File: config.mk
export PLATFORM = sky130hd
export DESIGN_NAME = fetch_decode_queue_flat
export DESIGN_NICKNAME = d
export VERILOG_FILES = /design/src/rtl/fetch_decode_queue_if.sv /design/src/rtl/fetch_decode_queue.sv /design/src/flat_wrapper.sv
export SDC_FILE = /design/constraint.sdc
export NUM_CORES = 1
export LEC_CHECK = 0
export BUFFER_PORTS_ARGS = -buffer_cell sky130_fd_sc_hd__buf_2
export CORE_MARGIN = 2
export CORE_UTILIZATION = 45
export DETAILED_ROUTE_END_ITERATION = 7
export PLACE_DENSITY = 0.74
export SLEW_MARGIN = 20
export SYNTH_ARGS = -nofsm -noshare
export SYNTH_HDL_FRONTEND = slang
export SYNTH_SLANG_ARGS = --single-unit
File: constraint.sdc
create_clock -name clk_i -period 9.86 [get_ports clk_i]
set_input_delay 2.465 -clock clk_i [delete_from_list [all_inputs] [get_ports clk_i]]
set_output_delay 2.465 -clock clk_i [all_outputs]
set_load 0.02 [all_outputs]
File: src/rtl/fetch_decode_queue_if.sv
`default_nettype none
// ============================================================================
// Module      : fetch_decode_queue_if
// Description : Handshake bundle between fetch, the fetch/decode queue and
//               decode. Signal suffixes (_i/_o) are named from the queue's
//               point of view, so the slave modport is the queue itself and
//               the master modport is the surrounding fetch/decode logic.
// Revision    : 1.0 - initial release
// ============================================================================
interface fetch_decode_queue_if #(
   parameter int DEPTH = 4,
   parameter int XLEN  = 64
);
   localparam int CNT_W = $clog2(DEPTH) + 1;

   // Pipeline control
   logic              flush_i;

   // Fetch side (push)
   logic              valid_i;
   logic              ready_o;
   logic [XLEN-1:0]   pc_i;
   logic [31:0]       instr_i;
   logic              xcpt_i;

   // Decode side (pop)
   logic              valid_o;
   logic              ready_i;
   logic [XLEN-1:0]   pc_o;
   logic [31:0]       instr_o;
   logic              xcpt_o;

   // Occupancy
   logic [CNT_W-1:0]  count_o;

   // Fetch/decode environment driving the queue
   modport master (
      output flush_i,
      output valid_i,
      input  ready_o,
      output pc_i,
      output instr_i,
      output xcpt_i,
      input  valid_o,
      output ready_i,
      input  pc_o,
      input  instr_o,
      input  xcpt_o,
      input  count_o
   );

   // The queue
   modport slave (
      input  flush_i,
      input  valid_i,
      output ready_o,
      input  pc_i,
      input  instr_i,
      input  xcpt_i,
      output valid_o,
      input  ready_i,
      output pc_o,
      output instr_o,
      output xcpt_o,
      output count_o
   );
endinterface
`default_nettype wire

File: src/rtl/fetch_decode_queue.sv
`default_nettype none
// ============================================================================
// Module      : fetch_decode_queue
// Description : Elastic FIFO of {pc, instr, xcpt} tuples between fetch and
//               decode. Occupancy counter distinguishes full from empty;
//               ready toward fetch depends only on registered state. A flush
//               empties the queue and cancels any same-cycle push/pop.
//               Optional macro FETCH_DECODE_QUEUE_BYPASS_EN enables a
//               zero-latency combinational path from fetch to decode while
//               the queue is empty.
// Revision    : 1.0 - initial release
// ============================================================================
module fetch_decode_queue #(
   parameter int DEPTH = 4,
   parameter int XLEN  = 64
) (
   input  wire                  clk_i,
   input  wire                  rstn_i,
   fetch_decode_queue_if.slave  bus
);
   localparam int                PTR_W        = $clog2(DEPTH);
   localparam int                CNT_W        = PTR_W + 1;
   localparam logic [31:0]       C_NOP_INSTR  = 32'h0000_0013;
   localparam logic [CNT_W-1:0]  C_FULL_COUNT = CNT_W'(DEPTH);

   // Storage (data only; validity is tracked by the counter)
   logic [XLEN-1:0]  r_pc_mem    [DEPTH];
   logic [31:0]      r_instr_mem [DEPTH];
   logic             r_xcpt_mem  [DEPTH];

   // Control state
   logic [PTR_W-1:0] r_wr_ptr;
   logic [PTR_W-1:0] r_rd_ptr;
   logic [CNT_W-1:0] r_count;

   // Derived control
   logic             w_empty;
   logic             w_full;
   logic             w_bypass;
   logic             w_push;
   logic             w_pop;
   logic             w_store;
   logic             w_advance;

   assign w_empty = (r_count == '0);
   assign w_full  = (r_count == C_FULL_COUNT);

`ifdef FETCH_DECODE_QUEUE_BYPASS_EN
   // Empty queue forwards the incoming entry straight to decode.
   assign w_bypass = w_empty && bus.valid_i && !bus.flush_i;
`else
   assign w_bypass = 1'b0;
`endif

   // ready_o is purely a function of the registered count, so a full queue
   // never accepts a push even when decode pops in the same cycle.
   assign bus.ready_o = !w_full;
   assign bus.valid_o = !w_empty || w_bypass;
   assign bus.count_o = r_count;

   // Handshakes; flush cancels both directions.
   assign w_push = bus.valid_i && !w_full && !bus.flush_i;
   assign w_pop  = bus.valid_o && bus.ready_i && !bus.flush_i;

   // A bypassed entry consumed in the same cycle is neither stored nor
   // popped from storage; a bypassed entry not consumed is stored normally.
   assign w_store   = w_push && !(w_bypass && bus.ready_i);
   assign w_advance = w_pop && !w_bypass;

   // Head presentation: stored head, else bypassed input, else a NOP.
   always_comb begin
      bus.pc_o    = '0;
      bus.instr_o = C_NOP_INSTR;
      bus.xcpt_o  = 1'b0;
      if (!w_empty) begin
         bus.pc_o    = r_pc_mem[r_rd_ptr];
         bus.instr_o = r_instr_mem[r_rd_ptr];
         bus.xcpt_o  = r_xcpt_mem[r_rd_ptr];
      end else if (w_bypass) begin
         bus.pc_o    = bus.pc_i;
         bus.instr_o = bus.instr_i;
         bus.xcpt_o  = bus.xcpt_i;
      end
   end

   // Pointer and occupancy update; flush returns everything to the origin.
   always_ff @(posedge clk_i or negedge rstn_i) begin
      if (!rstn_i) begin
         r_wr_ptr <= '0;
         r_rd_ptr <= '0;
         r_count  <= '0;
      end else if (bus.flush_i) begin
         r_wr_ptr <= '0;
         r_rd_ptr <= '0;
         r_count  <= '0;
      end else begin
         if (w_store) begin
            r_wr_ptr <= r_wr_ptr + PTR_W'(1);
         end
         if (w_advance) begin
            r_rd_ptr <= r_rd_ptr + PTR_W'(1);
         end
         r_count <= r_count + CNT_W'(w_store) - CNT_W'(w_advance);
      end
   end

   // Entry write; contents need no reset because the counter gates them.
   always_ff @(posedge clk_i) begin
      if (w_store) begin
         r_pc_mem[r_wr_ptr]    <= bus.pc_i;
         r_instr_mem[r_wr_ptr] <= bus.instr_i;
         r_xcpt_mem[r_wr_ptr]  <= bus.xcpt_i;
      end
   end

endmodule
`default_nettype wire

File: src/flat_wrapper.sv
// flat-port wrapper written by rule: the top's interface ports become plain ports
module fetch_decode_queue_flat 
#(
   parameter int DEPTH = 4,
   parameter int XLEN  = 64
)
  (clk_i, rstn_i, bus_flush_i, bus_valid_i, bus_ready_o, bus_pc_i, bus_instr_i, bus_xcpt_i, bus_valid_o, bus_ready_i, bus_pc_o, bus_instr_o, bus_xcpt_o, bus_count_o);
  fetch_decode_queue_if #(.DEPTH(DEPTH), .XLEN(XLEN)) bus_i ();
  input  wire clk_i;
  input  wire rstn_i;
  input wire logic [$bits(bus_i.flush_i)-1:0] bus_flush_i;
  input wire logic [$bits(bus_i.valid_i)-1:0] bus_valid_i;
  output wire logic [$bits(bus_i.ready_o)-1:0] bus_ready_o;
  input wire logic [$bits(bus_i.pc_i)-1:0] bus_pc_i;
  input wire logic [$bits(bus_i.instr_i)-1:0] bus_instr_i;
  input wire logic [$bits(bus_i.xcpt_i)-1:0] bus_xcpt_i;
  output wire logic [$bits(bus_i.valid_o)-1:0] bus_valid_o;
  input wire logic [$bits(bus_i.ready_i)-1:0] bus_ready_i;
  output wire logic [$bits(bus_i.pc_o)-1:0] bus_pc_o;
  output wire logic [$bits(bus_i.instr_o)-1:0] bus_instr_o;
  output wire logic [$bits(bus_i.xcpt_o)-1:0] bus_xcpt_o;
  output wire logic [$bits(bus_i.count_o)-1:0] bus_count_o;
  assign bus_i.flush_i = bus_flush_i;
  assign bus_i.valid_i = bus_valid_i;
  assign bus_ready_o = bus_i.ready_o;
  assign bus_i.pc_i = bus_pc_i;
  assign bus_i.instr_i = bus_instr_i;
  assign bus_i.xcpt_i = bus_xcpt_i;
  assign bus_valid_o = bus_i.valid_o;
  assign bus_i.ready_i = bus_ready_i;
  assign bus_pc_o = bus_i.pc_o;
  assign bus_instr_o = bus_i.instr_o;
  assign bus_xcpt_o = bus_i.xcpt_o;
  assign bus_count_o = bus_i.count_o;
  fetch_decode_queue #(.DEPTH(DEPTH), .XLEN(XLEN)) u_core (.clk_i(clk_i), .rstn_i(rstn_i), .bus(bus_i));
endmodule
Word level (Yosys, flattened, before mapping)
Memory sizes are Yosys's and may differ from the RTL's.
Cells that the tools add are included.
Operators by class
  add/subtract/negate cells: 4
  eq/ne operators: 1
  mux-type cells: 10
  reduce and logical (&&, ||, !) cells: 10
Operators by type and width (count)
  64-bit 2-to-1 mux: 1
  32-bit 2-to-1 mux: 1
  2-bit 2-to-1 mux: 4
  2-bit by 1-bit adder with 2-bit output (second input constant): 2
  1-bit logical AND: 4
  2-bit nonzero test: 2
  3-bit by 1-bit adder with 3-bit output: 1
  3-bit equality test (second input constant): 1
  1-bit zero test: 3
  3-bit zero test: 1
  1-bit 2-to-1 mux: 3
  3-bit 2-to-1 mux: 1
  3-bit by 1-bit subtractor with 3-bit output: 1
Storage, ports and cells
  register bits: 7
  RAM bits: 388
  output and inout port bits: 102
  memories kept: 3
Memory list
  u_core.r_pc_mem: depth 4, width 64, rd ports 1, clocked after Yosys merged registers in 0, wr ports 1, RTL line fetch_decode_queue.sv:27  | logic [XLEN-1:0] r_pc_mem [DEPTH];
  u_core.r_instr_mem: depth 4, width 32, rd ports 1, clocked after Yosys merged registers in 0, wr ports 1, RTL line fetch_decode_queue.sv:28  | logic [31:0] r_instr_mem [DEPTH];
  u_core.r_xcpt_mem: depth 4, width 1, rd ports 1, clocked after Yosys merged registers in 0, wr ports 1, RTL line fetch_decode_queue.sv:29  | logic r_xcpt_mem [DEPTH];

Longest topological paths before layout
Gate-level depths: netlist (run 1).
  depth after elaboration: 7
  mapped depth: 10
  mapped depth without buffers: 10

Worst setup path after synthesis (run 1)
No wires, ideal clock.
  path type: in2reg
  from: in bus_flush_i
  to: mem u_core.r_instr_mem[0][0], enable pin
  library setup time: 0.467 ns
  data arrival time: 5.278 ns
  required time: 9.393 ns
  slack: 4.116 ns
  cell stages on the path: 3
  buffers on the path: 1
  cells stage by stage: clkbuf_1 -> nor3_1 -> and2_1
On the way
  longest elaborated chain between the ends: 4
RTL lines
  start, declared: RTL line flat_wrapper.sv:11  | input wire logic [$bits(bus_i.flush_i)-1:0] bus_flush_i;
  1-bit zero test: RTL line fetch_decode_queue.sv:62  | assign w_push = bus.valid_i && !w_full && !bus.flush_i;
  1-bit logical AND: RTL line fetch_decode_queue.sv:62
  1-bit 2-to-1 mux: RTL line fetch_decode_queue.sv:109  | if (w_store) begin
  1-bit 2-to-1 mux (implied by the code): RTL line fetch_decode_queue.sv:111  | r_instr_mem[r_wr_ptr] <= bus.instr_i;
  end, declared: RTL line fetch_decode_queue.sv:28
No other way between the ends.

Final worst setup path (run 1)
  from: reg u_core.r_rd_ptr[1]
  to: out bus_pc_o[57]
On the way
  longest elaborated chain between the ends: 2
RTL lines
  start, declared: RTL line fetch_decode_queue.sv:33  | logic [PTR_W-1:0] r_rd_ptr;
  start signal, assigned: RTL line fetch_decode_queue.sv:101  | r_rd_ptr <= r_rd_ptr + PTR_W'(1);
  memory 4 x 64 bit
  64-bit 2-to-1 mux: RTL line fetch_decode_queue.sv:75  | if (!w_empty) begin
  end, declared: RTL line flat_wrapper.sv:19  | output wire logic [$bits(bus_i.pc_o)-1:0] bus_pc_o;
No other way between the ends.

==> metrics, run 1 <==
FF-to-FF Start=u_core.bus.count_o[2]; Vias=7067; Cell Pwr Density=264 nW/um^2; Sw Pwr=1.40 mW; RSZ-0062 raised after global routing=false; Flop pwr share=0.426; Sw Ratio=0.298; CP Data Arrival Time=3.01 ns; RePlAce Congestion=0.709; commonest non-fill, non-tap cell in the layout=edfxtp_1; sequential-to-total area share from yosys stat=0.784; DP Wirelength=15700 um; Net Count, Synth=774; DRT iter0 DRCs=551; fin crit period=5.47 ns; crit path kind=register to primary output; remaining global-route overflow=0; ys flop type=edfxtp_1; Initial Util=0.453; GRT Total Usage=0.161; pre-CTS WS=4.69 ns; final setup margin=4.39 ns; CTS root buffer=clkbuf_16; Logic pwr share=0.277; CTS tree=done; # fillers=2596; Final Cell Area=17800 sq um; CTS Buffer Depth=3; run status=complete, no violations; setup_tns=0 ns; post-route ant nets=0; Slew Limit Fails=0; Slowest-stage cell, CP=dfrtp_4; maximum vdd drop=0.000290 V; Core ar.=33300 sq um; worst hold slack=0.590 ns; routed wire length=28100 um; crit-path cells=buf_4 -> mux4_2 -> and2_1 -> buf_2; num ports=204; EDFF count, synth=388; CP required=7.40 ns; CP max FO=59; first-pass GRT wire length=43000 um; Worst-Margin Slew=0.919 ns; initial antenna violation count=2; maxcap violations=0; yosys warns=0; DP Area=16600 sq um; crit share post-route=0.555; CP startpoint=u_core.r_rd_ptr[1]; CTS resizes=0; Setup crit end kind=primary output; H-tree lvl count=2; Post-Syn Instances=665; Worst Skew=0.00898 ns; Die Footprint=35000 sq um; slowest stage delay, CP=0.82 ns; DR DRC count=0; Chip Width=187 um; Yosys cell types=27; vias per cell=5.19; vias in the first global route=7613; die height=187 um; fraction of registers with async set or reset after synthesis=0.0177; Mapped Area=15100 sq um; Row Count=67; Clock transition at path regs=0.06 ns; Worst R2R Path Depth=4; post-detailed-route wirelength per cell=20.6 um; number of port buffers=203; flops & latches, synth=395; largest net degree at the start of global routing=96; Syn Area/Cell=22.7 sq um; slew margin rel.=0.388; final net count=994; CTS buffer count=40; Leakage=6.05 nW; Hold-fix buffers, CTS=0; # setup viols final=0; total power=4.70 mW; drt pass-1 iters=6; WHS Path Cells=2; Clk pwr share=0.297; Max Clock Freq=0.183 GHz; # clock sinks=395; min-delay worst type=register to register; Post-CTS Repair Setup Buffers=0; internal power=3.30 mW; min-delay src=u_core.r_wr_ptr[1]; highest-count cells in the layout ignoring fill and taps=388 x edfxtp_1, 203 x buf_2, 97 x mux4_2; fraction of layout cells with a size suffix above 1=0.403; Final Hold Viols=0; Area Overhead vs Synth=17.9%; Critical Path Source Type=register; worst skew pair latency=0.53 ns
==> cell type report <==
type,instances,area (sq um),share of cell area
Timing Repair Buffer,211,1080,0.0605
Antenna cell,3,7.51,0.000422
Inverter,8,30.0,0.00169
Sequential cell,395,11800,0.666
Clock inverter,20,154,0.00866
Multi-Input combinational cell,229,3060,0.172
Tap cell,448,561,0.0315
Clock buffer,48,1050,0.0592
==> cell usage after synthesis (all sizes together), types with 3 or more instances <==
| library cell | number | area share |
|---|---|---|
| buf | 16 | 0.0071 |
| clkbuf | 17 | 0.0042 |
| edfxtp | 388 | 0.77 |
| nor3 | 3 | 0.0013 |
| and2 | 99 | 0.041 |
| or2 | 3 | 0.0012 |
| ha | 6 | 0.0050 |
| nor2 | 5 | 0.0012 |
| mux4 | 97 | 0.14 |
| dfrtp | 7 | 0.012 |
| inv | 8 | 0.0020 |
==> metrics by stage <==
stage	cells	util
final	1362	0.534
after floorplan	665	-
after detailed placement	1291	0.498
after CTS	1359	0.534
after global placement	1291	0.498
after global routing	1360	0.534
==> metal layers <==
metal | vias up | share of wire | track usage
met5 | - | 0 | 0
met4 | 0 | 0.018 | 0.0470
met3 | 39 | 0.060 | 0.0385
met2 | 204 | 0.50 | 0.274
met1 | 3671 | 0.42 | 0.208
li1 | 3153 | - | -
==> final timing paths <==
kind	endpoint	slack (ns)
max in group asynchronous	u_core.r_rd_ptr[1]	7.91
min in group asynchronous	u_core.r_wr_ptr[1]	1.77
worst max-delay path	bus_pc_o[57]	4.39
worst min register to register	u_core.r_wr_ptr[1]	0.59
worst min-delay path	u_core.r_wr_ptr[1]	0.59
worst max register to register	u_core.r_pc_mem[3][16]	6.82
==> power by group through the flow <==
| stage | clock [mW] | sequential (mW) | combinational [mW] |
|---|---|---|---|
| after floorplan | 0 | 2.01 | 0.946 |
| after detailed placement | 0 | 2.04 | 1.33 |
| after global routing | 1.50 | 2.01 | 1.41 |
| final | 1.40 | 2.00 | 1.30 |
| after CTS | 1.43 | 2.00 | 1.34 |
| after global placement | 0 | 2.03 | 1.33 |
==> worst max-delay path, delay by kind of cell, from the launching register on <==
family,cells,cell delay (ns)
buffers and inverters,2,0.96
DFF,1,0.82
muxes,1,0.41
and+or+nand+nor,1,0.19
==> flip-flops by register name, summed over array words and instances (netlist names) <==
| register | count |
|---|---|
| u_core.r_rd_ptr | 2 |
| u_core.r_xcpt_mem | 4 |
| u_core.r_wr_ptr | 2 |
| u_core.bus.count_o | 3 |
| u_core.r_pc_mem | 256 |
| u_core.r_instr_mem | 128 |
==> logic make-up after synthesis <==
logic type | Yosys count | share of synthesized area
AO/OA/AOI/OAI | 5 | 0.00183
adder cells (fa/ha/maj) | 7 | 0.00630
AND/OR/NAND/NOR | 117 | 0.0477
XOR/XNOR | 2 | 0.00116
buffers and inverters | 41 | 0.0134
flip-flops | 395 | 0.784
multiplexers | 98 | 0.146
(Power assumes the default switching activity.)
==> inputs of run 2 (changes only) <==
--- a/config.mk
+++ b/config.mk
@@ -9,7 +9,7 @@
 export CORE_MARGIN = 2
 export CORE_UTILIZATION = 45
 export DETAILED_ROUTE_END_ITERATION = 7
-export PLACE_DENSITY = 0.74
+export PLACE_DENSITY = 0.76
 export SLEW_MARGIN = 20
 export SYNTH_ARGS = -nofsm -noshare
 export SYNTH_HDL_FRONTEND = slang
==> constraint.sdc (replaced) <==
create_clock -name clk_i -period 4.4 [get_ports clk_i]
set_input_delay 1.1 -clock clk_i [delete_from_list [all_inputs] [get_ports clk_i]]
set_output_delay 1.1 -clock clk_i [all_outputs]
set_load 0.02 [all_outputs]
==> run 2 against run 1 <==
Net effect: register-to-register slack lost 4.9 ns; global-route usage grew 0.19 points; routed wire length grew 0.65%; count of clock-buffer cells in the layout grew 2; clock skew is essentially flat; setup slack lost 3.7 ns; critical path depth is the same; die area is the same; critical endpoint is now bus_instr_o[0]; largest cell class unchanged.
==> metrics, run 2 (synthesized netlist as in run 1, its figures left out) <==
run status=complete, no violations; drt pass-1 iters=7; # clock sinks=395; post-route ant nets=0; largest registers=u_core.r_pc_mem x256, u_core.r_instr_mem x128, u_core.r_xcpt_mem x4; Final Cell Area=17900 sq um; RePlAce Congestion=0.717; max reg flops=256; ant diodes=0; Critical Path Source Type=register; Slew Limit Fails=0; maxcap violations=0; Slowest-stage cell, CP=dfrtp_4; remaining global-route overflow=0; Setup crit end kind=primary output; post-detailed-route wirelength per cell=20.7 um; die height=187 um; # setup viols final=0; Worst-Margin Slew=0.817 ns; DRT iter0 DRCs=478; crit-path cells=buf_4 -> mux4_2 -> or2_1 -> buf_2; total power=10.6 mW; CTS tree=done; Core ar.=33300 sq um; GRT Total Usage=0.163; slowest stage delay, CP=0.95 ns; Area Overhead vs Synth=18.7%; Chip Width=187 um; final net count=999; highest-count cells in the layout ignoring fill and taps=388 x edfxtp_1, 203 x buf_2, 97 x mux4_2; Hold-fix buffers, CTS=0; CTS Buffer Depth=3; Max Clock Freq=0.271 GHz; crit path kind=register to primary output; Biggest register=u_core.r_pc_mem; min-delay worst type=input port to async pin; worst hold slack=0.412 ns; Worst Skew=0.00948 ns; CTS buffer count=40; Initial Util=0.453; Clock transition at path regs=0.06 ns; maximum vdd drop=0.000410 V; Row Count=67; CP required=3.30 ns; fin crit period=3.68 ns; first-pass GRT wire length=43800 um; H-tree lvl count=2; Post-CTS Repair Setup Buffers=0; CP Data Arrival Time=2.58 ns; vias per cell=5.19; number of port buffers=203; setup_tns=0 ns; DR DRC count=0; CP max FO=50; vias in the first global route=7599; Die Footprint=35000 sq um; RSZ-0062 raised after global routing=false; Cell Pwr Density=593 nW/um^2; routed wire length=28200 um; DP Wirelength=16100 um; CTS root buffer=clkbuf_16; CTS resizes=0; Leakage=6.11 nW; largest net degree at the start of global routing=98; DP Area=16700 sq um; crit share post-route=0.837; Vias=7101; slew margin rel.=0.456; Final Hold Viols=0; num ports=204; worst skew pair latency=0.51 ns; commonest non-fill, non-tap cell in the layout=edfxtp_1; initial antenna violation count=0; fraction of layout cells with a size suffix above 1=0.404
-- run 2: changes by cell type in the layout (fill, tap and decap cells not counted), sizes merged, moves of 2 or more --
cell,before,now
buf,211,216
diode,3,0
clkbuf,48,50
clkinv,14,16
-- run 2: report_power, final --
part           switching (mW)  internal (mW)
sequential              0.117           4.36
clock                    1.31           1.88
combinational            1.72           1.25
total                    3.14           7.48
-- run 2: worst paths after layout --
path	slack, ns	from	depth (start not counted)	to
setup reg to reg	1.96	u_core.bus.count_o[1]	10	u_core.bus.count_o[2]
min in group clk_i	0.60	u_core.r_wr_ptr[1]	2	u_core.r_wr_ptr[1]
setup / recovery	0.72	u_core.r_rd_ptr[1]	4	bus_instr_o[0]
max in group asynchronous	3.81	rstn_i	1	u_core.r_rd_ptr[0]
hold reg to reg	0.60	u_core.r_wr_ptr[1]	2	u_core.r_wr_ptr[1]
hold / removal	0.41	rstn_i	1	u_core.bus.count_o[0]
-- run 2: layer usage --
layer  part of all wire  track usage  vias up
met5                  0            0        -
met4              0.023       0.0464        0
met3              0.049       0.0325       47
met2               0.52        0.284      199
met1               0.41        0.210     3696
li1                   -            -     3159
-- run 2: area by class of cell --
cell class | count | area, sq um
Timing Repair Buffer | 216 | 1190
Fill cell | 2587 | 15400
Sequential cell | 395 | 11800
Clock inverter | 21 | 171
Multi-Input combinational cell | 229 | 3060
Inverter | 8 | 30.0
Clock buffer | 50 | 1060
Tap cell | 448 | 561
-- run 2: per-stage QoR --
step | cells | setup slack [ns] | util
after global routing | 1367 | 0.588 | 0.538
after floorplan | 665 | 0.0206 | -
after detailed placement | 1296 | 1.24 | 0.501
after CTS | 1367 | 0.675 | 0.538
final | 1367 | 0.716 | 0.538
after global placement | 1296 | 1.22 | 0.501
-- run 2: worst max-delay path, delay by kind of cell, from the launching register on --
family,cells,cell delay (ns)
flip-flops,1,0.95
multiplexers,1,0.32
AND/OR/NAND/NOR,1,0.24
buffers and inverters,2,0.53
